==> src/rtl/decoder_seq.sv <==
// Sequenced one-hot address decoder. It holds each decoded output for PULSE cycles.
// Define DECODER_SEQ_SCAN_EN to build in the optional scan mode, which walks every index from 0 to LIMIT.
module decoder_seq #(
  parameter int AW    = 6,
  parameter int PULSE = 1,
  parameter int LIMIT = 2**AW-1
) (
  input  logic                 clk,
  input  logic                 rst,
  input  logic                 en,
  input  logic                 in_valid,
  output logic                 in_ready,
  input  logic [AW-1:0]        a,
  input  logic                 scan_go,
  output logic [(2**AW)-1:0]   y,
  output logic [AW-1:0]        idx,
  output logic                 busy,
  output logic                 done,
  output logic                 err
);

  localparam int OW = 2**AW;

  localparam logic [1:0] S_IDLE = 2'd0;
  localparam logic [1:0] S_HOLD = 2'd1;
`ifdef DECODER_SEQ_SCAN_EN
  localparam logic [1:0] S_SCAN = 2'd2;
`endif

  localparam logic [7:0]    HOLD_LAST = 8'(PULSE-1);
  localparam logic [AW-1:0] LIM_IDX   = AW'(LIMIT);
  localparam logic [OW-1:0] ONE       = {{(OW-1){1'b0}}, 1'b1};

  logic [1:0] state;
  logic [7:0] cnt;
  logic       hold_last;
  logic       in_range;
  logic       accept;

  assign hold_last = (cnt == HOLD_LAST);
  assign in_range  = (a <= LIM_IDX);
  assign busy      = (state != S_IDLE);
  assign accept    = in_valid & in_ready;

  // A new request is accepted from IDLE, or in the last cycle of a hold so back-to-back pulses have no gap.
  always_comb begin
    in_ready = 1'b0;
    if (en) begin
`ifdef DECODER_SEQ_SCAN_EN
      if (state == S_IDLE && !scan_go)
        in_ready = 1'b1;
`else
      if (state == S_IDLE)
        in_ready = 1'b1;
`endif
      else if (state == S_HOLD && hold_last)
        in_ready = 1'b1;
    end
  end

`ifndef DECODER_SEQ_SCAN_EN
  logic unused_scan_go;
  assign unused_scan_go = scan_go;
`endif

  always_ff @(posedge clk or posedge rst) begin
    if (rst) begin
      state <= S_IDLE;
      cnt   <= '0;
      y     <= '0;
      idx   <= '0;
      done  <= 1'b0;
      err   <= 1'b0;
    end else begin
      done <= 1'b0;
      err  <= 1'b0;
      if (!en) begin
        state <= S_IDLE;
        cnt   <= '0;
        y     <= '0;
        idx   <= '0;
      end else begin
        case (state)
          S_IDLE: begin
            cnt <= '0;
`ifdef DECODER_SEQ_SCAN_EN
            if (scan_go) begin
              state <= S_SCAN;
              y     <= ONE;
              idx   <= '0;
            end else
`endif
            if (accept) begin
              if (in_range) begin
                state <= S_HOLD;
                y     <= ONE << a;
                idx   <= a;
              end else begin
                err <= 1'b1;
              end
            end
          end
          S_HOLD: begin
            if (hold_last) begin
              done <= 1'b1;
              cnt  <= '0;
              if (accept && in_range) begin
                y   <= ONE << a;
                idx <= a;
              end else begin
                state <= S_IDLE;
                y     <= '0;
                idx   <= '0;
                err   <= accept;
              end
            end else begin
              cnt <= cnt + 8'd1;
            end
          end
`ifdef DECODER_SEQ_SCAN_EN
          // Scan advances one index per PULSE cycles and finishes after LIMIT.
          S_SCAN: begin
            if (hold_last) begin
              cnt <= '0;
              if (idx == LIM_IDX) begin
                state <= S_IDLE;
                done  <= 1'b1;
                y     <= '0;
                idx   <= '0;
              end else begin
                y   <= y << 1;
                idx <= idx + 1'b1;
              end
            end else begin
              cnt <= cnt + 8'd1;
            end
          end
`endif
          default: begin
            state <= S_IDLE;
            cnt   <= '0;
            y     <= '0;
            idx   <= '0;
          end
        endcase
      end
    end
  end

endmodule

==> config.mk <==
export PLATFORM = sky130hd
export DESIGN_NAME = decoder_seq
export DESIGN_NICKNAME = d
export VERILOG_FILES = /design/src/rtl/decoder_seq.sv
export SDC_FILE = /design/constraint.sdc
export NUM_CORES = 1
export LEC_CHECK = 0
export ABC_CLOCK_PERIOD_IN_PS = 2550
export CAP_MARGIN = 20
export CORE_ASPECT_RATIO = 0.7
export CORE_MARGIN = 2
export CORE_UTILIZATION = 48
export CTS_CLUSTER_SIZE = 14
export DETAILED_ROUTE_END_ITERATION = 10
export HOLD_SLACK_MARGIN = 0.06
export PLACE_DENSITY_LB_ADDON = 0.25
export RECOVER_POWER = 25
export SKIP_CTS_REPAIR_TIMING = 1
export SLEW_MARGIN = 20
export SYNTH_ARGS = -nofsm -noshare
export SYNTH_HDL_FRONTEND = slang
export SYNTH_SLANG_ARGS = --single-unit
==> constraint.sdc <==
create_clock -name clk -period 2.55 [get_ports clk]
set_input_delay 0.255 -clock clk [delete_from_list [all_inputs] [get_ports clk]]
set_output_delay 0.255 -clock clk [all_outputs]
set_load 0.02 [all_outputs]
-- Word level (Yosys, flattened, before mapping)
Index checks and enable logic that the tools add are counted.
Widths: inputs -> output; s select.
- register bits: 82
- latch bits: 0
- bits in writable memories: 0
- ROM bits: 0
- input bits: 11
- output and inout bits: 74
- word-level logic and storage cells: 55
- memories: 0
- $add $sub $neg: 1
- multiply operators: 0
- div/mod/pow operators: 0
- order comparisons: 1
- eq/ne operators: 5
- shift operators: 1
- mux-type cells: 33
- bitwise operators: 1
- reduce and logical (&&, ||, !) cells: 7
- operator list (operator ; count):
    $mux 64 ; 5
    $pmux 64 s2 ; 1
    $shl 1x6->64 const A ; 1
    $mux 6 ; 5
    $mux 8 ; 3
    $ne 3x3->1 const B ; 4
    $pmux 6 s2 ; 1
    $mux 1 ; 11
    $mux 2 ; 5
    $add 8x1->8 const B ; 1
    $logic_not 8->1 ; 1
    $le 6x6->1 const B ; 1
    $pmux 2 s2 ; 1
    $reduce_and 4->1 ; 1
    $reduce_and 3->1 ; 1
    $eq 2x1->1 const B ; 1
    $logic_and 1x1->1 ; 2
    $logic_not 2->1 ; 1
    $pmux 1 s2 ; 1
    $reduce_bool 2->1 ; 1
    $and 1x1->1 ; 1

-- Longest topological paths before layout
Gate-level depths: netlist (run 1).
- depth after elaboration: 11
- gate-level depth with buffers: 8
- mapped depth without buffers: 5

-- Least setup slack after synthesis (run 1)
No wires, ideal clock.
- kind: reg2out
- start: reg cnt[0]
- end: out in_ready
- arrival: 1904 ps
- data required time: 2295 ps
- setup slack: 391 ps
- cell stages (with the launch flop): 8
- path buffers: 2
- cell sequence: dfrtp_1 > inv_1 > ha_1 > or3b_2 > clkbuf_1 > o21ai_1 > buf_2 > and2_1
- word-level cells in the longest chain between the ends: 5
- ends and longest elaborated chain (what ; RTL line ; text):
    start: declaration ; 35 ; logic [7:0] cnt;
    start signal: assignment ; 117 ; cnt <= cnt + 8'd1;
    $logic_not 8->1 ; 40 ; assign hold_last = (cnt == HOLD_LAST);
    $logic_and 1x1->1 ; 56 ; else if (state == S_HOLD && hold_last)
    $mux 1 ; 56 ;
    $mux 1 ; 53 ; if (state == S_IDLE)
    $mux 1 ; 48 ; if (en) begin
    end: declaration ; 12 ; output logic in_ready,
No other way between the ends.

-- Worst setup path after layout (run 1)
- start: reg cnt[0]
- end: reg y[38]
- word-level cells in the longest chain between the ends: 11
- elaborated cells on any way between the ends: 14
- those cells by class: eq/ne (2); mux (7); bitwise (1); reduce/logical (4)
- ends and longest elaborated chain (what ; RTL line ; text):
    $logic_not 8->1 * ; 40 ;
    $logic_and 1x1->1 ; 56 ;
    $mux 1 ; 56 ;
    $mux 1 ; 53 ;
    $mux 1 ; 48 ;
    $and 1x1->1 ; 43 ; assign accept = in_valid & in_ready;
    $logic_and 1x1->1 ; 107 ; if (accept && in_range) begin
    $mux 64 ; 107 ;
    $mux 64 ; 104 ; if (hold_last) begin
    $pmux 64 s2 ; 83 ; case (state)
    $mux 64 ; 77 ; if (!en) begin
    end signal: assignment ; 96 ; y <= ONE << a;
    end signal: assignment ; 108 ; y <= ONE << a;
    end: declaration ; 15 ; output logic [(2**AW)-1:0] y,
Every way passes the cells marked *; elsewhere a longest branch is shown, timed or not. The select of a mux whose other input is x is not followed.
A chain may end at the register's enable or synchronous reset.

==> results.md, run 1 <==
- DRT Pass-1 Iters: 5
- WL final: 8.09 mm
- Post-synthesis sequential area ratio: 62.1%
- Most frequent cells in the layout: dfrtp_1 (81), clkdlybuf4s50_1 (81), a32o_1 (70)
- CP Data Required Time: 2840 ps
- Die X: 103 um
- Combinational power share: between 7 and 8%
- FF-to-FF End: y[38]
- Post-DRT Antenna Nets: 0
- HP Start: y[28]
- Post-synth top area share: 62.1%
- Fill cells: 539
- Fin. max-slew vios: 0
- Synthesis Warnings: 0
- Die footprint: 0.00749 sq mm
- Hold Path Sink: y[28]
- First-pass GRT wire length: ~13 mm
- GR Util All Layers: 23.0%
- Fraction of layout cells with a size suffix above 1: 9.42%
- Synth Net Count: 258
- Clk network pwr share: a little over a third
- Initial Util: 49.0%
- Gate count after technology mapping: 245
- Largest net degree at the start of global routing: 71
- RSZ-0062 raised after global routing: no
- Area leader, netlist: dfrtp_1
- Min-delay worst type: flop to flop
- Synthesized area per cell: 13.3 sq um
- Crit path kind: flop to flop
- WL/cell: 19.1 um
- IO Port Bufs: 83
- Hold Crit Depth: 1
- Pwr dens: 530 mW/mm^2
- Top cells by area, synth: dfrtp_1 (62%), a32o_1 (21%), buf_6 (2.8%)
- Fin. Hold Viols: 0
- WP data arrival: 2540 ps
- Setup slack, reg-to-reg: between 200 and 300 ps
- Max Freq: 443 MHz
- GR Overflow Total: 0
- Leakage: 0.00181 uW
- TritonCTS clock tree: built
- Area growth syn-to-layout: 32.9%
- Synthesis-stage register bit count: 81
- DR vias: 2537
- Iteration-0 DRC Markers: 210
- DIE HEIGHT: 73.0 um
- Outcome: finished, final reports clean
- CP endpoint kind: flop
- Row Count: 25
- Area post-placement: 0.00416 sq mm
- Post-route cell area: about 0.0043 sq mm
- Total CTS buffers: 9
- Post-Syn Area: 0.00326 sq mm
- Vias in the first global route: between 2k and 2.5k
- CP Max Fanout: 70
- Switch share: 25.6%
- Gpl congestion: 0.777
- Multi-input logic area: 0.00108 sq mm
- Clk Latency, worst-skew pair: 360 ps
- Layout Nets: 337
- Final hold slack: 495 ps
- Clock-pin transition on the worst setup and hold timing paths: around 90 ps
- Period utilization: 88.4%
- Total Power: 2300 uW
- R2r startpoint: cnt[0]
- Post-DR vias/cell: 6.00
- Initial antenna violation count: 0
- Minimum clock period: 2260 ps
- Core area: 0.00666 sq mm
- CTS Sinks: 81
- Nature of the critical path startpoint: flop
- Antenna Cells: 0
- DP HPWL: 5.22 mm
- P_int: 1710 uW
- Fin Clk Skew: around 15 ps
- DRC violations left: 0
- I/O pin count: 85
- Psw: 587 uW
- Reg power frac: 56.7%
- Maximum VDD drop: 0.343 mV
- Max Cap Viol: 0
- Setup violators final: 0
- CTS max path bufs: 2
- Synth cell types: 29
- Register area: 0.00203 sq mm
- Slew @ Worst Pin: approximately 1500 ps
- FF-to-FF path depth: 6
- CTS H-Tree Depth: 3
- Root Buffer: clkbuf_8
- Max-slew headroom: 2.65%
## registers in the layout, indices dropped and copies added, names as in the netlist
signal / flops
done: 1
idx: 6
state: 1
cnt: 8
err: 1
y: 64
## Yosys cell counts
master	n
nor3b_1	2
and3_1	1
inv_1	6
buf_2	7
buf_6	8
ha_1	2
nand2_1	6
a21oi_1	3
or3_1	3
nor2_1	14
nand2b_1	5
xnor2_1	1
clkbuf_1	8
o21ai_1	1
a32o_1	70
and2_1	2
or4_1	1
conb_1	1
o21bai_1	1
dfrtp_1	81
nor3_1	8
buf_1	1
xor2_1	2
or3b_2	1
o21ai_0	3
nand3_1	4
nand4_1	1
o311a_1	1
nor4_1	1
## worst max-delay path: stages, from the launching register on
cell and delay, ps:
dfrtp_1 430, inv_1 80, ha_1 130, or3b_2 500
o21ai_4 150, buf_4 590, a32o_1 280
## per-layer routing
layer  part of all wire [%]  wire length [um]  track usage [%]  up-vias
li1                       -                 -                -     1126
met1                     45              3650             34.8     1291
met2                     45              3650             31.5      111
met3                    8.8               714             8.14        9
met4                   0.94                76             5.78        0
met5                      0                 0                0        -
## how the worst max path moves through the flow
stage	startpoint	endpoint	slack (ps)	depth (start not counted)
5_1_grt	cnt[0]	y[18]	180	6
2_1_floorplan	rst	cnt[0]	210	1
4_1_cts	cnt[0]	in_ready	-110	6
6_report	cnt[0]	y[38]	290	6
3_5_place_dp	cnt[0]	in_ready	290	6
3_3_place_gp	cnt[0]	in_ready	310	6
## cell type report
cell class / instances / share of cell area [%]
tap: 94 / 2.71
clock buffer: 10 / 2.94
clock inverter: 6 / 1.04
timing repair buffer: 92 / 21.1
multi-input combinational: 134 / 25.0
sequential: 81 / 46.7
inverter: 6 / 0.548
## logic make-up (layout without fill, tap and decap cells)
group / count (synthesis) / count (layout) / share of synthesized area, %
AO/OA/AOI/OAI: 79 / 79 / 23.1
XOR/XNOR: 3 / 3 / 0.805
adder cells (fa/ha/maj): 2 / 2 / 0.766
buffers and inverters: 30 / 114 / 5.56
flip-flops: 81 / 81 / 62.1
other: 1 / 1 / 0.115
AND/OR/NAND/NOR: 49 / 49 / 7.59
## power groups by stage
stage               Combinational (uW)  Clock (uW)  Sequential, uW
finish                             173         821            1300
global route                       189         903            1310
CTS                                175         843            1300
detailed placement                 174           0            1330
global placement                   172           0            1330
floorplan                         90.8           0            1340
## through the flow
step / utilization (%) / TNS [ps] / setup slack [ps] / std cells
final: 65.1 / 0 / 295 / 423
after global routing: 65.1 / 0 / 181 / 423
after CTS: 65.1 / -107 / -107 / 423
after detailed placement: 62.5 / 0 / 289 / 407
after global placement: 62.5 / 0 / 306 / 407
after floorplan: - / 0 / 215 / 245
Power figures use the tool's default switching activity.
==> inputs of run 2 (changes only) <==
Settings changed: HOLD_SLACK_MARGIN 0.06 to 0.02, SKIP_CTS_REPAIR_TIMING 1 to unset.
==> run 2 against run 1 <==
- die area unchanged
- hold slack better by 1.9 ps
- sequential share of layout area rose by 0.20 points
- clock skew is essentially flat
- first-iteration DRC count increased by 1.4%
- total power hardly changed
- routed wire length is 0.79% lower
- cell area is 0.43% lower
- critical endpoint is now in_ready
==> results.md, run 2 (same netlist as run 1, synthesis figures left out) <==
- Outcome: finished, final reports clean
- Post-DR vias/cell: 5.94 (-0.95%)
- Most frequent cells in the layout: dfrtp_1 (81), clkdlybuf4s50_1 (81), a32o_1 (70)
- Pwr dens: 532 mW/mm^2 (+0.38%)
- Die X: 103 um (unchanged)
- Setup violators final: 0 (unchanged)
- Iteration-0 DRC Markers: 213 (+1.4%)
- FF-to-FF End: y[58]
- Crit-path cells: inv_1, ha_1, or3b_2, o21ai_4, and2_1, dlygate4sd2_1
- Row Count: 25 (unchanged)
- Die footprint: 0.00749 sq mm (unchanged)
- FF-to-FF path depth: 6 (unchanged)
- CTS Sinks: 81 (unchanged)
- CP Data Required Time: 2300 ps (-540 ps)
- Reg power frac: 56.8% (about the same)
- Min-delay worst type: flop to flop
- DR vias: 2513 (-0.95%)
- Most flop-heavy register: y
- DRC violations left: 0 (unchanged)
- IO Port Bufs: 83 (unchanged)
- CP Max Fanout: 6 (-91%)
- Max Freq: 423 MHz (-4.5%)
- Fin. Hold Viols: 0 (unchanged)
- Maximum VDD drop: 0.343 mV (-0.12%)
- Setup Buffers After CTS: 0
- DP HPWL: 5.22 mm (unchanged)
- Crit path kind: flop to output pin
- HP Start: y[28]
- Max Cap Viol: 0 (unchanged)
- Fill cells: 542 (+0.56%)
- WP data arrival: 2110 ps (-430 ps)
- Initial antenna violation count: 0 (unchanged)
- Combinational power share: 7.3% (-0.2 points)
- Fraction of layout cells with a size suffix above 1: 9.42% (unchanged)
- Setup slack, reg-to-reg: 320 ps (+30 ps)
- WL/cell: 19.0 um (-0.79%)
- Initial Util: 49.0% (unchanged)
- DIE HEIGHT: 73.0 um (unchanged)
- GR Util All Layers: 23.0% (unchanged)
- Psw: 589 uW (+0.33%)
- Register area: 0.00203 sq mm (unchanged)
- GR Overflow Total: 0 (unchanged)
- CTS max path bufs: 2 (unchanged)
- Layout Nets: 337 (unchanged)
- Max FFs per register: 64 (unchanged)
- Fin. max-slew vios: 0 (unchanged)
- Root Buffer: clkbuf_8
- CP endpoint kind: output pin
- Core area: 0.00666 sq mm (unchanged)
- R2r startpoint: cnt[0]
- Fin Clk Skew: 15.8 ps (+0.376 ps)
- Period utilization: 92.6% (+4.2 points)
- Switch share: 25.6% (+0.097 points)
- I/O pin count: 85 (unchanged)
- Setup TNS: 0 ps (unchanged)
- Area post-placement: 0.00416 sq mm (unchanged)
- Total CTS buffers: 9 (unchanged)
- RSZ-0062 raised after global routing: no
- CTS H-Tree Depth: 3 (unchanged)
- Antenna Cells: 0 (unchanged)
- Vias in the first global route: 2383 (unchanged)
- Minimum clock period: 2360 ps (+106 ps)
- Clk Latency, worst-skew pair: 360 ps (about the same)
- Total Power: 2300 uW (about the same)
- Clk network pwr share: 35.9% (+0.2 points)
- P_int: 1710 uW (-0.18%)
- Nature of the critical path startpoint: flop
- Multi-input logic area: 0.00108 sq mm (unchanged)
- Area growth syn-to-layout: 32.3%
- Post-DRT Antenna Nets: 0 (unchanged)
- Leakage: 0.00180 uW (-0.72%)
- DRT Pass-1 Iters: 5 (unchanged)
- Gpl congestion: 0.777 (unchanged)
- Crit-path slowest cell: or3b_2
- Largest net degree at the start of global routing: 71 (unchanged)
- First-pass GRT wire length: 12.8 mm (unchanged)
- Hold Crit Depth: 1 (unchanged)
- TritonCTS clock tree: built
- WL final: 8.03 mm (-0.79%)
- Worst path max stage delay: 510 ps (-80 ps)
- Clock-pin transition on the worst setup and hold timing paths: 90 ps (about the same)
- Slew @ Worst Pin: 1390 ps (-65.9 ps)
- Post-route cell area: 0.00432 sq mm (-0.43%)
- Top flop regs: y (64), cnt (8), idx (6)
- Max-slew headroom: 7.06% (+4.4 points)
- Hold Path Sink: y[28]
run 2: changes by cell type in the layout (fill, tap and decap cells not counted), sizes merged:
cell	delta
buf	-1
clkbuf	+1
dlygate4sd2	+1
dlymetal6s2s	-1
run 2: worst max-delay path, delay by kind of cell, from the launching register on:
family	cells	cell delay, ps
AOI/OAI and AO/OA	1	150
DFF	1	430
and+or+nand+nor	2	640
adders and majority gates	1	130
buffers and inverters	2	410
run 2: how the worst max path moves through the flow:
stage,from,end,slack (ps)
after floorplan,rst,cnt[0],210
after global placement,cnt[0],in_ready,310
after detailed placement,cnt[0],in_ready,290
after CTS,cnt[0],in_ready,170
after global routing,rst,y[18],80
final,cnt[0],in_ready,190
run 2: final cells by class:
cell class	instances	area share, %
flip-flops and latches	81	46.9
multi-input cells	134	25.1
repair buffers	92	20.7
clock buffers	10	2.95
well taps	94	2.72
clock inverters	6	1.04
inverters	6	0.550
run 2: metrics by stage:
| step | std cells | hold slack [ps] | util (%) | setup slack, ps |
|---|---|---|---|---|
| finish | 423 | 497 | 64.8 | 188 |
| global route | 423 | 508 | 64.8 | 80.8 |
| CTS | 423 | 270 | 65.1 | 168 |
| detailed placement | 407 | 480 | 62.5 | 289 |
| global placement | 407 | 473 | 62.5 | 306 |
| floorplan | 245 | 407 | - | 215 |
run 2: metal layers:
layer | up-vias | track usage [%] | part of all wire [%]
met5 | - | 0 | 0
met4 | 0 | 5.78 | 0.97
met3 | 6 | 8.14 | 8.3
met2 | 106 | 31.5 | 45
met1 | 1275 | 34.8 | 45
li1 | 1126 | - | -
run 2: power groups by stage:
stage / Sequential (uW) / Clock (uW) / Combinational, uW
finish: 1300 / 824 / 169
detailed placement: 1330 / 0 / 174
global route: 1310 / 903 / 185
global placement: 1330 / 0 / 172
CTS: 1300 / 843 / 174
floorplan: 1340 / 0 / 90.8
run 2: what timing repair did:
item,CTS,global route
setup endpoints to repair,1,0
hold buffers,0,0
gates resized for setup,1,0
